$ cat config.mk
export PLATFORM = sky130hd
export DESIGN_NAME = async_fifo_unpacker_flat
export DESIGN_NICKNAME = d
export VERILOG_FILES = /design/src/rtl/async_fifo_unpacker_if.sv /design/src/rtl/async_fifo_unpacker.sv /design/src/flat_wrapper.sv
export SDC_FILE = /design/constraint.sdc
export NUM_CORES = 1
export LEC_CHECK = 0
export BUFFER_PORTS_ARGS = -buffer_cell sky130_fd_sc_hd__buf_2
export CAP_MARGIN = 20
export CORE_MARGIN = 1.5
export CORE_UTILIZATION = 30
export CTS_CLUSTER_SIZE = 12
export DETAILED_ROUTE_END_ITERATION = 12
export PLACE_DENSITY = 0.61
export SETUP_SLACK_MARGIN = 0.4
export SLEW_MARGIN = 20
export SYNTH_ARGS = -nofsm -noshare
export SYNTH_HDL_FRONTEND = slang
export SYNTH_SLANG_ARGS = --single-unit
$ cat constraint.sdc
create_clock -name read_clk -period 2.6 [get_ports read_clk]
set_clock_uncertainty 0.2 [all_clocks]
set_input_delay 0.78 -clock read_clk [delete_from_list [all_inputs] [get_ports read_clk]]
set_output_delay 0.78 -clock read_clk [all_outputs]
set_load 0.005 [all_outputs]
$ cat src/rtl/async_fifo_unpacker_if.sv
// async_fifo_unpacker_if: FIFO read port plus slice stream bundle for the unpacker
// master: unpacker side (drives fifo_read_en, out_valid, out_data, out_last)
// slave:  surrounding side (drives fifo_empty, fifo_read_data, out_ready)
interface async_fifo_unpacker_if #(
  parameter int IN_WIDTH  = 32,
  parameter int OUT_WIDTH = 8
);
  logic                 fifo_empty;
  logic [IN_WIDTH-1:0]  fifo_read_data;
  logic                 fifo_read_en;
  logic                 out_valid;
  logic                 out_ready;
  logic [OUT_WIDTH-1:0] out_data;
  logic                 out_last;
  modport master (
    input  fifo_empty, fifo_read_data, out_ready,
    output fifo_read_en, out_valid, out_data, out_last
  );
  modport slave (
    output fifo_empty, fifo_read_data, out_ready,
    input  fifo_read_en, out_valid, out_data, out_last
  );
endinterface

$ cat src/rtl/async_fifo_unpacker.sv
// async_fifo_unpacker: pops wide FIFO words and streams them as narrow slices
// Ports: read_clk (clock), read_reset_n (sync active-low reset), flush (drop held word),
//   bus.master: fifo_empty/fifo_read_data/fifo_read_en (FWFT read port),
//   out_valid/out_ready/out_data/out_last (slice stream).
// Define ASYNC_FIFO_UNPACK_MSB_FIRST_EN to emit the most-significant slice first.
module async_fifo_unpacker #(
  parameter int IN_WIDTH  = 32,
  parameter int OUT_WIDTH = 8
) (
  input  logic read_clk,
  input  logic read_reset_n,
  input  logic flush,
  async_fifo_unpacker_if.master bus
);
  localparam int RATIO = IN_WIDTH / OUT_WIDTH;
  localparam int IDX_W = $clog2(RATIO);
  logic                h;
  logic [IN_WIDTH-1:0] word_reg;
  logic [IDX_W-1:0]    slice_idx;
  logic [IDX_W-1:0]    sel;
  logic                accept;
  logic                drain;
  logic                load;
  assign accept           = h & bus.out_ready;
  assign bus.out_last     = h & (slice_idx == IDX_W'(RATIO - 1));
  assign drain            = accept & bus.out_last;
  // A new word loads in the same cycle the last slice leaves, so words stream bubble-free.
  assign load             = !bus.fifo_empty & read_reset_n & !flush & (!h | drain);
  assign bus.fifo_read_en = load;
  assign bus.out_valid    = h;
`ifdef ASYNC_FIFO_UNPACK_MSB_FIRST_EN
  // RATIO is a power of two, so RATIO-1-k is the bitwise inverse of k.
  assign sel = ~slice_idx;
`else
  assign sel = slice_idx;
`endif
  assign bus.out_data = word_reg[sel*OUT_WIDTH +: OUT_WIDTH];
  always_ff @(posedge read_clk) begin
    if (!read_reset_n) begin
      h         <= 1'b0;
      slice_idx <= '0;
      word_reg  <= '0;
    end else if (flush) begin
      h         <= 1'b0;
      slice_idx <= '0;
    end else if (load) begin
      h         <= 1'b1;
      slice_idx <= '0;
      word_reg  <= bus.fifo_read_data;
    end else if (drain) begin
      h <= 1'b0;
    end else if (accept) begin
      slice_idx <= slice_idx + 1'b1;
    end
  end
endmodule

$ cat src/flat_wrapper.sv
// flat-port wrapper written by rule: the top's interface ports become plain ports
module async_fifo_unpacker_flat 
#(
  parameter int IN_WIDTH  = 32,
  parameter int OUT_WIDTH = 8
)
  (read_clk, read_reset_n, flush, bus_fifo_empty, bus_fifo_read_data, bus_out_ready, bus_fifo_read_en, bus_out_valid, bus_out_data, bus_out_last);
  async_fifo_unpacker_if #(.IN_WIDTH(IN_WIDTH), .OUT_WIDTH(OUT_WIDTH)) bus_i ();
  input  logic read_clk;
  input  logic read_reset_n;
  input  logic flush;
  input wire logic [$bits(bus_i.fifo_empty)-1:0] bus_fifo_empty;
  input wire logic [$bits(bus_i.fifo_read_data)-1:0] bus_fifo_read_data;
  input wire logic [$bits(bus_i.out_ready)-1:0] bus_out_ready;
  output wire logic [$bits(bus_i.fifo_read_en)-1:0] bus_fifo_read_en;
  output wire logic [$bits(bus_i.out_valid)-1:0] bus_out_valid;
  output wire logic [$bits(bus_i.out_data)-1:0] bus_out_data;
  output wire logic [$bits(bus_i.out_last)-1:0] bus_out_last;
  assign bus_i.fifo_empty = bus_fifo_empty;
  assign bus_i.fifo_read_data = bus_fifo_read_data;
  assign bus_i.out_ready = bus_out_ready;
  assign bus_fifo_read_en = bus_i.fifo_read_en;
  assign bus_out_valid = bus_i.out_valid;
  assign bus_out_data = bus_i.out_data;
  assign bus_out_last = bus_i.out_last;
  async_fifo_unpacker #(.IN_WIDTH(IN_WIDTH), .OUT_WIDTH(OUT_WIDTH)) u_core (.read_clk(read_clk), .read_reset_n(read_reset_n), .flush(flush), .bus(bus_i));
endmodule
-- Word level (Yosys, flattened, before mapping)
Cells that the tools add are included.
- add/subtract/negate cells: 1
- equal/unequal tests: 1
- shift-type cells: 1
- multiplexer cells: 2
- bitwise logic cells: 10
- reduce and logical (&&, ||, !) cells: 8
- operators with widths (cell ; count):
    variable part select 32 x 6 -> 8 bit ; 1
    AND 1 bit ; 6
    AND reduction 2 bit ; 2
    logical NOT 1 bit ; 3
    NOT 1 bit ; 3
    OR reduction 3 bit ; 1
    adder 2 x 1 -> 2 bit (second input constant) ; 1
    equality test 2 bit (second input constant) ; 1
    two-way mux 1 bit ; 2
    nonzero test 2 bit ; 1
    OR reduction 2 bit ; 1
    bitwise OR 1 bit ; 1
- register bits: 35
- input bits: 37

-- Depth between registers and ports, before layout
Gate-level depths: netlist (run 1).
- depth in word-level cells: 6
- depth in mapped cells: 7
- gate-level depth less buffers: 4

-- Worst setup path before layout (run 1)
No wires, ideal clock.
- path kind: input to output
- start point: input read_reset_n
- end point: output bus_fifo_read_en
- arrival: 1.596 ns
- data required time: 1.620 ns
- slack: 0.024 ns
- stages on the path: 5
- path buffers: 3
- path through: buf_2 nor3b_4 and2_4 buf_6 buf_6
- word-level cells in the longest chain between the ends: 3
- ends and longest elaborated chain (element ; line ; text):
    start, declared ; flat_wrapper.sv:10 ; input logic read_reset_n;
    AND 1 bit (3 in a row) ; async_fifo_unpacker.sv:28 ; assign load = !bus.fifo_empty & read_reset_n & !flush & (!h | drain);
    end, declared ; flat_wrapper.sv:15 ; output wire logic [$bits(bus_i.fifo_read_en)-1:0] bus_fifo_read_en;
Every way passes these cells.

-- Final worst setup path (run 1)
- start point: register u_core.slice_idx[1] (netlist: u_core.sel[1])
- end point: output bus_out_data[0]
- word-level cells in the longest chain between the ends: 1
- ends and longest elaborated chain (element ; line ; text):
    start, declared ; async_fifo_unpacker.sv:19 ; logic [IDX_W-1:0] slice_idx;
    start signal, assigned ; async_fifo_unpacker.sv:53 ; slice_idx <= slice_idx + 1'b1;
    variable part select 32 x 6 -> 8 bit ; async_fifo_unpacker.sv:37 ; assign bus.out_data = word_reg[sel*OUT_WIDTH +: OUT_WIDTH];
    end, declared ; flat_wrapper.sv:17 ; output wire logic [$bits(bus_i.out_data)-1:0] bus_out_data;
Every way passes these cells.

==> results of run 1 <==
==> power breakdown <==
part / total [uW] / internal, uW / switching [uW]
Clock: 420 / 242 / 178
Sequential: 576 / 563 / 13.4
Combinational: 117 / 59.0 / 58.2
==> area by class of cell <==
cell class / count / area, um2 / share of cell area
Multi-Input combinational cell: 116 / 773 / 0.385
Clock buffer: 8 / 100 / 0.0498
Timing Repair Buffer: 57 / 342 / 0.170
Sequential cell: 35 / 706 / 0.351
Tap cell: 70 / 87.6 / 0.0436
==> metrics by stage <==
step,hold WS (ns),utilization,setup slack (ns)
detailed placement,0.237,0.360,0.233
global route,0.265,0.396,0.137
floorplan,0.225,-,0.0876
finish,0.246,0.396,0.205
CTS,0.248,0.391,0.173
global placement,0.235,0.360,0.246
==> worst min-delay path: cells and delay by family, from the launching register on <==
kind / cells / cell delay (ns)
simple gates: 1 / 0.05
compound gates: 1 / 0.05
flops: 1 / 0.31
==> Yosys cell counts (2+ instances only) <==
cell type / n
sky130_fd_sc_hd__dfxtp_1: 35
sky130_fd_sc_hd__nand2_1: 32
sky130_fd_sc_hd__nand3_1: 32
sky130_fd_sc_hd__o21ai_1: 25
sky130_fd_sc_hd__clkbuf_1: 8
sky130_fd_sc_hd__mux4_2: 8
sky130_fd_sc_hd__o21ai_2: 7
sky130_fd_sc_hd__buf_6: 5
sky130_fd_sc_hd__buf_2: 4
sky130_fd_sc_hd__nor3_2: 2
==> worst max path at each step <==
| stage | start | end | cells past startpoint |
|---|---|---|---|
| detailed placement | flush | bus_fifo_read_en | 4 |
| floorplan | read_reset_n | bus_fifo_read_en | 5 |
| global route | u_core.sel[1] | bus_out_data[0] | 3 |
| finish | u_core.sel[1] | bus_out_data[0] | 3 |
| CTS | u_core.sel[1] | bus_out_data[0] | 3 |
| global placement | flush | bus_fifo_read_en | 4 |
==> what timing repair did <==
item | 4_1_cts | 5_1_grt
resized for setup | 9 | 2
endpoints found under the hold margin | 0 | 0
endpoints found under the setup margin | 10 | 10
cloned | 0 | 0
pin swaps | 2 | 1
setup buffers | 3 | 1
==> kinds of logic after synthesis <==
| kind of cell | share of synthesized area |
|---|---|
| buf+inv | 0.0678 |
| xor+xnor | 0.00559 |
| compound gates | 0.128 |
| simple gates | 0.222 |
| fa+ha+maj | 0.00798 |
| flops | 0.447 |
| mux | 0.121 |
==> routing by layer <==
layer,vias up,GRT usage,wire (um)
li1,683,-,-
met1,595,0.186,1740
met2,33,0.209,1650
met3,2,0.0516,204
met4,0,0.0357,13
met5,-,0,0
==> results_dict.tcl, run 1 <==
set metrics [dict create \
    startpoint_of_the_worst_hold_path "u_core.word_reg[18]" \
    worstRegToRegCells 7 \
    critPathTopFamily "multiplexers" \
    maxSlewViolCount 0 \
    layout_commonest_cell "sky130_fd_sc_hd__buf_2" \
    clkLatencyLatePin_ns 0.27 \
    cts_hold_buf 0 \
    drc_errors 0 \
    timing.setup.critical_path_class "reg2out" \
    power.total_uw 1110 \
    cts_sinks 35 \
    fillCellCount 553 \
    timing.max_slew.rel_slack 0.725 \
    layout.cell_area.non_filler_um2 2010 \
    r2r_setup_slack_ns 0.82 \
    status "complete, no violations" \
    hold-path-endpoint "u_core.word_reg[18]" \
    synth.yosys.warnings 0 \
    highest_cell_delay_on_the_worst_timing_path_ns 0.51 \
    postSynthNetCount 206 \
    grt_pass1_wl_um 5770 \
    cts_tree "done" \
    min_path_cells 2 \
    groute.usage.overall 0.138 \
    r2r_endpoint "u_core.sel[1]" \
    flip_flop_count_of_the_largest_register_all_copies_and_words_added 32 \
    timing.critical_path.cells "buf_12 > mux4_2 > buf_2" \
    drt_iter0_drc 76 \
    final_cells 286 \
    dpl_cell_area_um2 1830 \
    gr-total-overflow 0 \
    ios 48 \
    worst_hold_path_type "reg2reg" \
    dr_total_vias 1313 \
    cts-root-to-sink-buffers 2 \
    netlist-cell-type-count 20 \
    htree_levels 2 \
    endpoint_kind "output port" \
    setup_repair_after_global_routing_missed_its_margin "yes" \
    rows 26 \
    place.detailed.instances 274 \
    place.port_buffers 47 \
    max_cap_violations 0 \
    cts.root.buffer_cell "sky130_fd_sc_hd__clkbuf_8" \
    setup_viol_count_final 0 \
    cts.clk_slew.worst_paths_ns 0.06 \
    grt_start_max_net_pins 35 \
    final.min_clock_period_ns 2.39 \
    static-leakage-power_uw 0.000813 \
    synth.top_cells.by_area "sky130_fd_sc_hd__dfxtp_1, sky130_fd_sc_hd__mux4_2, sky130_fd_sc_hd__nand3_1" \
    route.final.wire_length_um 3610 \
    gp_congestion 0.677 \
    synthesis.area_um2 1570 \
    dr.pass1.iters 4 \
    synthToLayoutAreaGrowth_pct 28.1 \
    dp_hpwl_um 2440 \
    avgSynthCellArea_um2 9.33 \
    worst_pin_slew_ns 0.413 \
    r2r-start "u_core.sel[1]" \
    post_route_cells_drive_above_1_share 0.398 \
    antenna_cells_inserted 0 \
    ir_worst_vdd_mv 0.209 \
    fin_nets 253 \
    asyncSetResetFlopFracSynth 0 \
    most-common-layout-cells "sky130_fd_sc_hd__buf_2, sky130_fd_sc_hd__dfxtp_1, sky130_fd_sc_hd__nand2_1, sky130_fd_sc_hd__nand3_1, sky130_fd_sc_hd__o21ai_1" \
    synth-seq-cells 35 \
    maximum_fanout_encountered_on_the_critical_timing_path 8 \
    seq_area_frac_synth 0.447 \
    timing.setup.tns_ns 0 \
    cts-buffers-inserted 5 \
    initial_utilization 0.309 \
    endpoint_required_time_on_the_critical_path_ns 1.62 \
    synth_enable_flop_cells 0 \
    grt_antenna_before_repair 0 \
    synth_top_area_frac 0.447 \
    path_buf_inv 2 \
    grt_pass1_vias 1215 \
    fin_crit_sh 0.921 \
    ant_nets 0 \
    die-width_um 75.3 \
    via_per_inst 4.59 \
    netlist_instances 168 \
    synth_top_area_cell "sky130_fd_sc_hd__dfxtp_1" \
    critical_path.slowest_cell "sky130_fd_sc_hd__mux4_2" \
    wire_per_inst_um 12.6 \
    synth-main-ff-cell "sky130_fd_sc_hd__dfxtp_1" \
    finalHoldViolations 0 \
    worstPathArrival_ns 1.41 \
    die_h_um 75.3 \
    core_um2 5070 \
    die_area_um2 5670 \
    worst_setup_path_start_kind "flip-flop" \
    highest_achievable_clock_rate_mhz 418 \
    power.density_cell_area_nw_per_um2 554 \
]
Note: power is estimated with default switching activity, not from simulation.
==> run 2: changes to the inputs <==
PLACE_DENSITY = 0.63   (was 0.61)
clock period = 2.01 ns   (was 2.6 ns; I/O delays follow)
==> run 2 against run 1 <==
Against the previous run:
- the flow now finishes with violations (setup timing)
- sequential share of layout area up 0.16 points
- via count is 2.4% higher
- worst hold slack improved by 0.0052 ns
- first-iteration DRC count down 12%
- setup slack worse by 0.40 ns
- wire length grew 7.1%
- die area stayed put
- cell area is essentially flat
- combinational power is 34% higher
- cell count is the same
- clock power up 30%
- critical endpoint unchanged
- largest cell class unchanged
==> results_dict.tcl, run 2 (synthesis results as in run 1) <==
set metrics [dict create \
    die_area_um2 5670 \
    finalHoldViolations 0 \
    min_path_cells 2 \
    endpoint_kind "output port" \
    setup_viol_count_final 9 \
    dpl_cell_area_um2 1830 \
    maximum_fanout_encountered_on_the_critical_timing_path 4 \
    timing.max_slew.rel_slack 0.765 \
    seqCellArea_um2 709 \
    dp_hpwl_um 2440 \
    gr-total-overflow 0 \
    grt_antenna_before_repair 0 \
    flip_flop_count_of_the_largest_register_all_copies_and_words_added 32 \
    die-width_um 75.3 \
    final.min_clock_period_ns 2.21 \
    endpoint_required_time_on_the_critical_path_ns 1.21 \
    timing.setup.critical_path_class "reg2out" \
    max_cap_violations 0 \
    final.hold.worst_slack_ns 0.251 \
    cts.root.buffer_cell "sky130_fd_sc_hd__clkbuf_8" \
    drc_errors 0 \
    worst_hold_path_type "reg2reg" \
    worst_setup_path_start_kind "flip-flop" \
    cts-root-to-sink-buffers 2 \
    layout.cell_area.non_filler_um2 2010 \
    clkLatencyLatePin_ns 0.27 \
    fin_crit_sh 1.10 \
    violations "setup timing" \
    dr_total_vias 1344 \
    worstRegToRegCells 5 \
    via_per_inst 4.70 \
    drt_iter0_drc 67 \
    setup_repair_after_global_routing_missed_its_margin "yes" \
    route.final.wire_length_um 3870 \
    place.port_buffers 47 \
    cts_tree "done" \
    grt_pass1_wl_um 6090 \
    multi_input_comb_area_um2 776 \
    r2r_setup_slack_ns 0.45 \
    maxSlewViolCount 0 \
    highest_achievable_clock_rate_mhz 453 \
    layout_setup_ws_ns -0.198 \
    hold-path-endpoint "u_core.word_reg[9]" \
    dr.pass1.iters 4 \
    ant_nets 0 \
    die_h_um 75.3 \
    initial_utilization 0.309 \
    antenna_cells_inserted 0 \
    grt_pass1_vias 1288 \
    ios 48 \
    fin_nets 253 \
    timing.setup.tns_ns -1.46 \
    core_um2 5070 \
    worst_pin_slew_ns 0.353 \
    cts_hold_buf 0 \
    cts_sinks 35 \
    post_route_cells_drive_above_1_share 0.403 \
    cts-buffers-inserted 5 \
    grt_start_max_net_pins 35 \
    fillCellCount 564 \
    groute.usage.overall 0.143 \
    gp_congestion 0.696 \
    layout_commonest_cell "sky130_fd_sc_hd__buf_2" \
    startpoint_of_the_worst_hold_path "u_core.word_reg[9]" \
    most-common-layout-cells "sky130_fd_sc_hd__buf_2, sky130_fd_sc_hd__nand2_1, sky130_fd_sc_hd__nand3_1, sky130_fd_sc_hd__dfxtp_1, sky130_fd_sc_hd__o21ai_1" \
    static-leakage-power_uw 0.000816 \
    r2r_endpoint "u_core.word_reg[6]" \
    rows 26 \
    worstPathArrival_ns 1.40 \
    power.density_cell_area_nw_per_um2 722 \
    cts.clk_slew.worst_paths_ns 0.07 \
    status "complete, but fails checks" \
    r2r-start "u_core.sel[0]" \
    synthToLayoutAreaGrowth_pct 28.2 \
    wire_per_inst_um 13.5 \
    htree_levels 2 \
    ir_worst_vdd_mv 0.259 \
]
==> run 2: repair_timing <==
action,4_1_cts,5_1_grt
gates resized for setup,5,9
setup buffers,1,3
endpoints found under the setup margin,45,46
==> run 2: cell type report <==
type	instances	share of cell area
clock buffer	8	0.0498
multi-input combinational	116	0.386
sequential	35	0.353
tap	70	0.0436
timing repair buffer	57	0.167
==> run 2: layer usage <==
metal	global-route usage	vias to the layer above	routed length, um
met2	0.198	33	1680
met1	0.215	630	1950
met5	0	-	0
met3	0.0476	2	214
li1	-	679	-
met4	0.0298	0	12
==> run 2: worst max-delay path, cell delays in order (launching register included) <==
cell and delay (ns):
sky130_fd_sc_hd__dfxtp_4 0.36, sky130_fd_sc_hd__buf_4 0.13, sky130_fd_sc_hd__mux4_2 0.50, sky130_fd_sc_hd__buf_2 0.14
==> run 2: per-stage QoR <==
stage                     utilization  instances  setup WS (ns)  power, uW
after global routing            0.396        286         -0.238       1530
after detailed placement        0.361        274         0.0179        914
after floorplan                     -        168         -0.146        855
after CTS                       0.386        283         -0.193       1470
after global placement          0.361        274         0.0114        911
final                           0.396        286         -0.198       1450
==> run 2: report_power, final <==
group	internal (uW)	total, uW	switching, uW
sequential	727	745	18.2
clock	313	548	235
combinational	77.6	157	79.6
==> run 2: worst max-delay path by stage <==
stage | endpoint | slack, ns | startpoint | cells after the start
after detailed placement | bus_fifo_read_en | 0.02 | flush | 4
after global placement | bus_fifo_read_en | 0.01 | flush | 4
after global routing | bus_out_data[0] | -0.24 | u_core.sel[1] | 3
after floorplan | bus_fifo_read_en | -0.15 | read_reset_n | 5
final | bus_out_data[0] | -0.20 | u_core.sel[1] | 3
after CTS | bus_out_data[0] | -0.19 | u_core.sel[1] | 2
